<file path="config.mk">
export PLATFORM = sky130hd
export DESIGN_NAME = mem_writeback
export DESIGN_NICKNAME = d
export VERILOG_FILES = /design/src/rtl/mem_writeback.sv
export SDC_FILE = /design/constraint.sdc
export NUM_CORES = 1
export LEC_CHECK = 0
export ABC_AREA = 1
export CAP_MARGIN = 20
export CORE_ASPECT_RATIO = 0.5
export CORE_UTILIZATION = 46
export CTS_CLUSTER_DIAMETER = 120
export DETAILED_ROUTE_END_ITERATION = 8
export GPL_TIMING_DRIVEN = 0
export PLACE_DENSITY = 0.86
export SYNTH_ARGS = -nofsm -noshare
export SYNTH_HDL_FRONTEND = slang
export SYNTH_SLANG_ARGS = --single-unit
export TNS_END_PERCENT = 30
</file>
<file path="constraint.sdc">
create_clock -name clk -period 2.3 [get_ports clk]
set_input_delay 0.345 -clock clk [delete_from_list [all_inputs] [get_ports clk]]
set_output_delay 0.345 -clock clk [all_outputs]
set_load 0.01 [all_outputs]
</file>
<file path="src/rtl/mem_writeback.sv">
// mem_writeback: data-memory access and register writeback; MSPU_MISALIGN_TRAP_EN faults misaligned half/word.
// Latency: ALU op writes back 1 cycle after accept, memory op >= 2 cycles (req, ack, writeback).
// Backpressure: ready_out only in IDLE; a stalled dmem_ack holds the stage until ack or ACK_TIMEOUT.
module mem_writeback #(
    parameter int ACK_TIMEOUT = 255
) (
    input  logic        clk,
    input  logic        reset,
    input  logic        run,
    input  logic        valid_in,
    output logic        ready_out,
    input  logic        mem_re,
    input  logic        mem_we,
    input  logic        mem_to_reg,
    input  logic        reg_we_in,
    input  logic        mem_unsigned,
    input  logic [1:0]  alu_bytes,
    input  logic [4:0]  rd_in,
    input  logic [31:0] alu_result,
    input  logic [31:0] mem_dout,
    output logic        dmem_req,
    output logic        dmem_we,
    output logic [31:0] dmem_addr,
    output logic [3:0]  dmem_be,
    output logic [31:0] dmem_wdata,
    input  logic        dmem_ack,
    input  logic [31:0] dmem_rdata,
    output logic        reg_we_out,
    output logic [4:0]  rd_out,
    output logic [31:0] reg_wdata,
    output logic        fault
);
    typedef enum logic [1:0] {IDLE, REQ, WAIT, WB} state_t;

    localparam int CW = (ACK_TIMEOUT > 1) ? $clog2(ACK_TIMEOUT + 1) : 1;
    localparam logic [CW-1:0] TO_LAST = CW'(ACK_TIMEOUT - 1);

    state_t        state;
    logic [CW-1:0] wait_cnt;
    logic [1:0]    lat_bytes;
    logic [1:0]    lat_lsb;
    logic          lat_unsigned;
    logic [4:0]    lat_rd;
    logic          lat_wb;

    logic          accept;
    logic [3:0]    be_next;
    logic [31:0]   st_data;
    logic [31:0]   shifted;
    logic [15:0]   half_sel;
    logic [31:0]   load_val;

    assign ready_out = (state == IDLE);
    assign accept    = valid_in & ready_out & run;

`ifdef MSPU_MISALIGN_TRAP_EN
    logic misaligned;
    assign misaligned = ((alu_bytes == 2'b01) && alu_result[0]) ||
                        (alu_bytes[1] && (alu_result[1:0] != 2'b00));
`endif

    // Misaligned low bits simply fall out of the lane decode here.
    always_comb begin
        be_next = 4'b1111;
        st_data = mem_dout;
        case (alu_bytes)
            2'b00: begin
                be_next = 4'b0001 << alu_result[1:0];
                st_data = {4{mem_dout[7:0]}};
            end
            2'b01: begin
                be_next = alu_result[1] ? 4'b1100 : 4'b0011;
                st_data = {2{mem_dout[15:0]}};
            end
            default: ;
        endcase
    end

    always_comb begin
        shifted  = dmem_rdata >> {lat_lsb, 3'b000};
        half_sel = lat_lsb[1] ? dmem_rdata[31:16] : dmem_rdata[15:0];
        load_val = dmem_rdata;
        case (lat_bytes)
            2'b00:   load_val = {{24{~lat_unsigned & shifted[7]}}, shifted[7:0]};
            2'b01:   load_val = {{16{~lat_unsigned & half_sel[15]}}, half_sel};
            default: ;
        endcase
    end

    always_ff @(posedge clk or negedge reset) begin
        if (!reset) begin
            state        <= IDLE;
            wait_cnt     <= '0;
            lat_bytes    <= 2'b00;
            lat_lsb      <= 2'b00;
            lat_unsigned <= 1'b0;
            lat_rd       <= 5'd0;
            lat_wb       <= 1'b0;
            dmem_req     <= 1'b0;
            dmem_we      <= 1'b0;
            dmem_addr    <= 32'd0;
            dmem_be      <= 4'd0;
            dmem_wdata   <= 32'd0;
            reg_we_out   <= 1'b0;
            rd_out       <= 5'd0;
            reg_wdata    <= 32'd0;
            fault        <= 1'b0;
        end else begin
            reg_we_out <= 1'b0;
            fault      <= 1'b0;
            case (state)
                IDLE: begin
                    if (accept) begin
                        if (!(mem_re | mem_we)) begin
                            reg_we_out <= reg_we_in && (rd_in != 5'd0);
                            if (reg_we_in && (rd_in != 5'd0)) begin
                                rd_out    <= rd_in;
                                reg_wdata <= alu_result;
                            end
                            state <= WB;
                        end
`ifdef MSPU_MISALIGN_TRAP_EN
                        else if (misaligned) begin
                            fault <= 1'b1;
                        end
`endif
                        else begin
                            dmem_req     <= 1'b1;
                            dmem_we      <= mem_we;
                            dmem_addr    <= {alu_result[31:2], 2'b00};
                            dmem_be      <= be_next;
                            dmem_wdata   <= st_data;
                            lat_bytes    <= alu_bytes;
                            lat_lsb      <= alu_result[1:0];
                            lat_unsigned <= mem_unsigned;
                            lat_rd       <= rd_in;
                            // A store wins over a simultaneous load and never writes back.
                            lat_wb       <= mem_re & ~mem_we & mem_to_reg & reg_we_in & (rd_in != 5'd0);
                            state        <= REQ;
                        end
                    end
                end
                REQ, WAIT: begin
                    if (dmem_ack) begin
                        dmem_req   <= 1'b0;
                        dmem_we    <= 1'b0;
                        reg_we_out <= lat_wb;
                        if (lat_wb) begin
                            rd_out    <= lat_rd;
                            reg_wdata <= load_val;
                        end
                        wait_cnt <= '0;
                        state    <= WB;
                    end else if (state == REQ) begin
                        wait_cnt <= '0;
                        state    <= WAIT;
                    end else if ((ACK_TIMEOUT != 0) && (wait_cnt == TO_LAST)) begin
                        dmem_req <= 1'b0;
                        dmem_we  <= 1'b0;
                        fault    <= 1'b1;
                        wait_cnt <= '0;
                        state    <= IDLE;
                    end else begin
                        wait_cnt <= wait_cnt + 1'b1;
                    end
                end
                WB:      state <= IDLE;
                default: state <= IDLE;
            endcase
        end
    end
endmodule

</file>
**Word-level counts from Yosys, hierarchy flattened**

Index checks and enable logic that the tools add are counted.

- Flip-flop bits (word level): 128
- Input port bits: 113
- Output and inout bits: 110

- Add/sub/neg operators: 1
- Equality and inequality tests: 15
- Shift operators: 2
- Multiplexer cells: 43
- Bitwise gates (word level): 11
- Reductions and logical operators: 11

Operators with widths:

| operator | count |
|---|---|
| $pmux W32 S2 | 3 |
| $mux W32 | 5 |
| $shr A32 B5 Y8 | 1 |
| $mux W5 | 5 |
| $mux W8 | 3 |
| $mux W16 | 1 |
| $mux W1 | 14 |
| $mux W2 | 5 |
| $pmux W5 S2 | 1 |
| $add A8 B1 Y8 const B | 1 |
| $and A1 B1 Y1 | 8 |
| $eq A8 B8 Y1 const B | 1 |
| $pmux W4 S2 | 1 |
| $eq A2 B1 Y1 const B | 3 |
| $logic_not A2 Y1 | 3 |
| $ne A2 B1 Y1 const B | 3 |
| $ne A2 B2 Y1 const B | 3 |
| $ne A3 B3 Y1 const B | 2 |
| $pmux W1 S2 | 3 |
| $pmux W2 S3 | 1 |
| $reduce_and A6 Y1 | 1 |
| $reduce_and A5 Y1 | 1 |
| $reduce_bool A5 Y1 | 1 |
| $eq A2 B2 Y1 const B | 2 |
| 10 further kinds | 11 |

**Logic depth before layout (Yosys ltp)**

- Depth after elaboration: 6
- Mapped depth: 11
- Mapped depth without buffers: 10

**Least setup slack after synthesis**

Ideal clock, no wire load.

- Kind: register to register
- From: register state[0]
- To: register rd_out[0]
- Data arrival time: 1656 ps
- Required time: 2183 ps
- Slack: 527 ps
- Stages on the path, launching flop included: 10
- Cells stage by stage: dfrtp_1 inv_1 ha_1 buf_2 o21ai_2 nand2_2 buf_6 buf_6 nand2_1 nand2_1

- Cells in the longest elaborated chain, start to end: 5

RTL lines:

| item | line | text |
|---|---|---|
| start, declared | 38 | `state_t state;` |
| start signal, assigned | 92 | `state <= IDLE;` |
| start signal, assigned | 120 | `state <= WB;` |
| start signal, assigned | 139 | `state <= REQ;` |
| $logic_not A2 Y1 | 53, 111 |  |
| $and A1 B1 Y1 (2 in series) | 54 | `assign accept = valid_in & ready_out & run;` |
| $ne A2 B1 Y1 (no source line) | -- |  |
| $reduce_and A6 Y1 (no source line) | -- |  |
| end signal, assigned | 117 | `rd_out <= rd_in;` |
| end signal, assigned | 149 | `rd_out <= lat_rd;` |
| end, declared | 29 | `output logic [4:0] rd_out,` |

Several ways; a longest one is shown, not always the timed one.
A chain may end at the register's enable or synchronous reset.

**Worst setup path in the final report**

- From: register state[0]
- To: register dmem_be[2]

- Cells in the longest elaborated chain, start to end: 4

RTL lines:

| item | line | text |
|---|---|---|
| $logic_not A2 Y1 * | 53, 111 |  |
| $and A1 B1 Y1 (2 in series) | 54 |  |
| $reduce_and A3 Y1 (no source line) * | -- |  |
| end signal, assigned | 131 | `dmem_be <= be_next;` |
| end, declared | 24 | `output logic [3:0] dmem_be,` |

Mark *: on every way between the ends. The rest lies on a longest branch, timed or not.

==> results by group <==
Worst setup path
  – Buf/Inv on CP: 4
  – Crit path DAT: about 2.5 ns
  – Slowest cell delay on critical path: 0.42 ns
  – Worst-path cell chain: inv_1, ha_1, nand3_2, inv_1, nand2_1, buf_2, clkbuf_1, nand2_1, o211ai_1
  – Worst R2R Path Depth: 9
  – Crit-path leading delay family: buffers and inverters
  – Max FO, Critical Path: 10
  – CP Launch Type: register
  – Worst r2r src: state[0]
  – Kind of end point of the critical path: register
  – CP max stage cell: dfrtp_1
  – Kind of critical path: register to register
  – Critical R2R Capture: dmem_be[2]
  – Worst path required time: 2.64 ns
  – Worst reg2reg setup slack: 0.15 ns

Routing
  – Mean number of vias per cell: roughly 5.4
  – Total number of vias: approximately 7000
  – Antenna Nets Post-Route: 0
  – DRT Pass-1 Iters: 6
  – DRC: 0
  – Iteration-0 DRC Markers: 815
  – Routed wire length: roughly 22000 µm
  – DR WL/cell: about 17 µm

Logic synthesis
  – Synth Instances: between 800 and 900
  – Post-Synth XOR/XNOR Area: less than 1%
  – Synth top area share: around 50%
  – Post-Synth Simple-Gate Area: 27.6%
  – Syn. warnings: 0
  – Mapped cell area: 6420 µm²
  – Top post-synthesis cells by area: dfrtp_1 50%, nand2_1 19%, o21ai_0 5.9%
  – Complex-gate fraction of the synthesized area: roughly 14%
  – Synth cell types: 35
  – Post-synthesis mux area share: 0%
  – Synth Area in Adders: around 1.2%
  – Main combinational cell family by area after synthesis: simple AND/OR/NAND/NOR gates
  – Flops & latches, synth: ~130
  – Largest area contributor in the netlist: dfrtp_1
  – Share of the yosys chip area belonging to registers: around half
  – Avg Cell Area, Syn: roughly 7.5 µm²

Clock network
  – Clock Latency Late Sink: 0.42 ns
  – # H-tree levels: 4
  – Clock sinks: between 100 and 150
  – Worst-path clk slew: roughly 0.06 ns
  – CTS tree: yes
  – CTS Buf Count: 17
  – Root buffer cell: clkbuf_16
  – Longest Clk Path Bufs: 2
  – Post-CTS Setup Bufs: 0

Final layout
  – Area delta synth->final: 48.2%
  – Area of the multi-input gates: 2800 µm²
  – Number of diodes: 0
  – Area occupied by registers: ~3200 µm²
  – Share of layout cells above drive strength 1: 6.68%
  – Fin cells: 1300
  – Final #Nets: between 1000 and 1500
  – Filler Cell Count: ~1000
  – Fin util: a little over two thirds

Timing
  – Min Tclk post-route: between 2 and 2.5 ns
  – Worst slew margin: 53.3%
  – Final Max Slew Viols: 0
  – Worst clock skew: 0.00434 ns
  – RSZ-0062 raised after global routing: yes
  – Period utilization: 93.4%
  – # setup viols final: 0
  – Hold WS: 0.403 ns
  – FMAX: roughly 470 MHz
  – Tightest Pin Transition: approximately 0.7 ns
  – Hold Vio Cnt, Final: 0

Pwr
  – Sw Share: roughly two fifths
  – Clock power frac: about a fifth
  – Part of the power in combinational logic: approximately half
  – Reg power frac: 28.6%
  – P_int: slightly above 8 mW
  – Leakage: 4.54 nW
  – Worst VDD drop: between 0.0006 and 0.0007 V
  – Pwr dens: 1450 nW/µm²
  – Switching Power: 5.66 mW

Global routing
  – Global-route wire length before repair: approximately 34000 µm
  – Largest net degree at the start of global routing: slightly above 90
  – Layer with the highest usage: met2
  – Met1 Usage GRT: 38.1%
  – Met3 Use GR: 6.37%
  – Vias in the first global route: 6756
  – Global route total overflow: 0
  – Initial antenna violation count: 0
  – Global-route usage over all layers: between 20 and 30%
  – Met2 Resource Use GR: 48.9%

Floorplan
  – Core Box Area: between 10000 and 15000 µm²
  – Starting Density: a little under half
  – DIE HEIGHT: between 80 and 90 µm
  – Die X: around 170 µm
  – Total die area: 14500 µm²
  – Cell Rows: 30
  – Boundary pin count: about 220

Placement
  – Post-DP HPWL: between 15000 and 20000 µm
  – Port Buffers: roughly 220
  – Cell count after placement: between 1000 and 1500
  – Routability Congestion: just under 0.9

Run status
  – Status: finished clean

Job
  – Max-cap violations: 0

Min path
  – Worst Hold Class: primary input to async pin
## flip-flops by register name (all words and copies together), names as in the netlist, 4 cells and up
register / flops
dmem_addr: 30
dmem_be: 4
dmem_wdata: 32
lat_rd: 5
rd_out: 5
reg_wdata: 32
wait_cnt: 8
## placed cells by master, fill, tap and decap left out, types with 2 or more instances in the layout
| cell | instances |
|---|---|
| a21oi_1 | 71 |
| a22o_1 | 5 |
| a31oi_1 | 6 |
| a41oi_1 | 3 |
| buf_1 | 2 |
| buf_2 | 17 |
| buf_4 | 2 |
| buf_6 | 5 |
| bufinv_16 | 3 |
| clkbuf_1 | 21 |
| clkbuf_16 | 17 |
| clkdlybuf4s50_1 | 217 |
| clkinv_4 | 2 |
| clkinvlp_4 | 2 |
| conb_1 | 2 |
| dfrtp_1 | 128 |
| ha_1 | 6 |
| inv_1 | 46 |
| inv_2 | 5 |
| inv_6 | 6 |
| inv_8 | 2 |
| nand2_1 | 324 |
| nand2_2 | 3 |
| nand3_1 | 31 |
| nand3_2 | 2 |
| nor2_1 | 81 |
| nor2_4 | 2 |
| o211ai_1 | 2 |
| o21ai_0 | 76 |
| o22ai_1 | 3 |
## cell type report
class,instances,area share (%)
well taps,192,2.52
repair buffers,220,23.3
clock buffers,17,4.47
multi-input cells,630,29.5
plain buffers,47,2.48
inverters,51,2.01
flip-flops and latches,128,33.6
clock inverters,15,2.08
## metrics by stage
stage / setup WS, ns / setup TNS [ns] / total power, mW / instance area (µm²)
5_1_grt: -0.0154 / -0.0154 / 14.7 / 9520
4_1_cts: 0.113 / 0 / 13.7 / 9510
3_3_place_gp: -4.02 / -513.52 / 10.5 / 8850
6_report: 0.152 / 0 / 13.8 / 9520
2_1_floorplan: 0.527 / 0 / 7.52 / 6430
3_5_place_dp: 0.114 / 0 / 10.7 / 8880
## worst max-delay path by stage
stage              from             to  slack [ns]  cells after the start
4_1_cts        state[0]  dmem_addr[29]        0.11                      9
6_report       state[0]     dmem_be[2]        0.15                      9
3_5_place_dp        run  dmem_addr[29]        0.11                      8
5_1_grt        state[0]     dmem_be[2]       -0.02                      9
2_1_floorplan  state[0]      rd_out[0]        0.53                      9
3_3_place_gp      reset          fault       -4.02                      1
## cell usage after synthesis
| cell | count |
|---|---|
| a2bb2oi_1 | 1 |
| a211oi_1 | 1 |
| nor3_1 | 1 |
| nor2_1 | 81 |
| a22o_1 | 5 |
| nand3_2 | 2 |
| buf_6 | 4 |
| dfrtp_1 | 128 |
| nand2_2 | 3 |
| inv_1 | 46 |
| nand2_1 | 324 |
| a21oi_1 | 71 |
| o21ai_0 | 76 |
| conb_1 | 1 |
| buf_4 | 2 |
| o21ai_1 | 1 |
| or2_2 | 1 |
| nor2_4 | 2 |
| xor2_1 | 1 |
| buf_2 | 17 |
| a41oi_1 | 3 |
| o21bai_1 | 1 |
| o21ai_2 | 2 |
| nand3_1 | 31 |
| nand2_4 | 1 |
| xnor2_1 | 1 |
| o211ai_1 | 2 |
| inv_2 | 5 |
| nand3b_1 | 1 |
| o22ai_1 | 3 |
| a31oi_1 | 6 |
| nand4_1 | 1 |
| ha_1 | 6 |
| buf_1 | 1 |
| clkbuf_1 | 23 |
## routing by layer
layer	wire (µm)	up-vias
met5	0	-
met4	766	0
met3	1680	69
met2	10200	360
met1	8890	3328
li1	-	3225
## cell families (layout without fill, tap and decap cells)
group,after synthesis,count (layout)
xor+xnor,2,2
simple gates,448,448
compound gates,172,172
other cells,1,2
buf+inv,98,350
fa+ha+maj,6,6
flops,128,128
## power groups by stage
stage / Clock, mW / Combinational (mW) / Sequential, mW
floorplan: 0 / 3.22 / 4.30
global placement: 0 / 6.59 / 3.91
detailed placement: 0 / 6.81 / 3.94
CTS: 2.90 / 6.88 / 3.93
global route: 3.03 / 7.58 / 4.05
finish: 2.91 / 6.95 / 3.95
## repair_timing
item                       CTS  global route
setup endpoints to repair    0            48
hold endpoints to repair    37             0
hold buffers                 1             0
resized for setup            0             4
No activity file was read; power rests on OpenSTA's default activity.
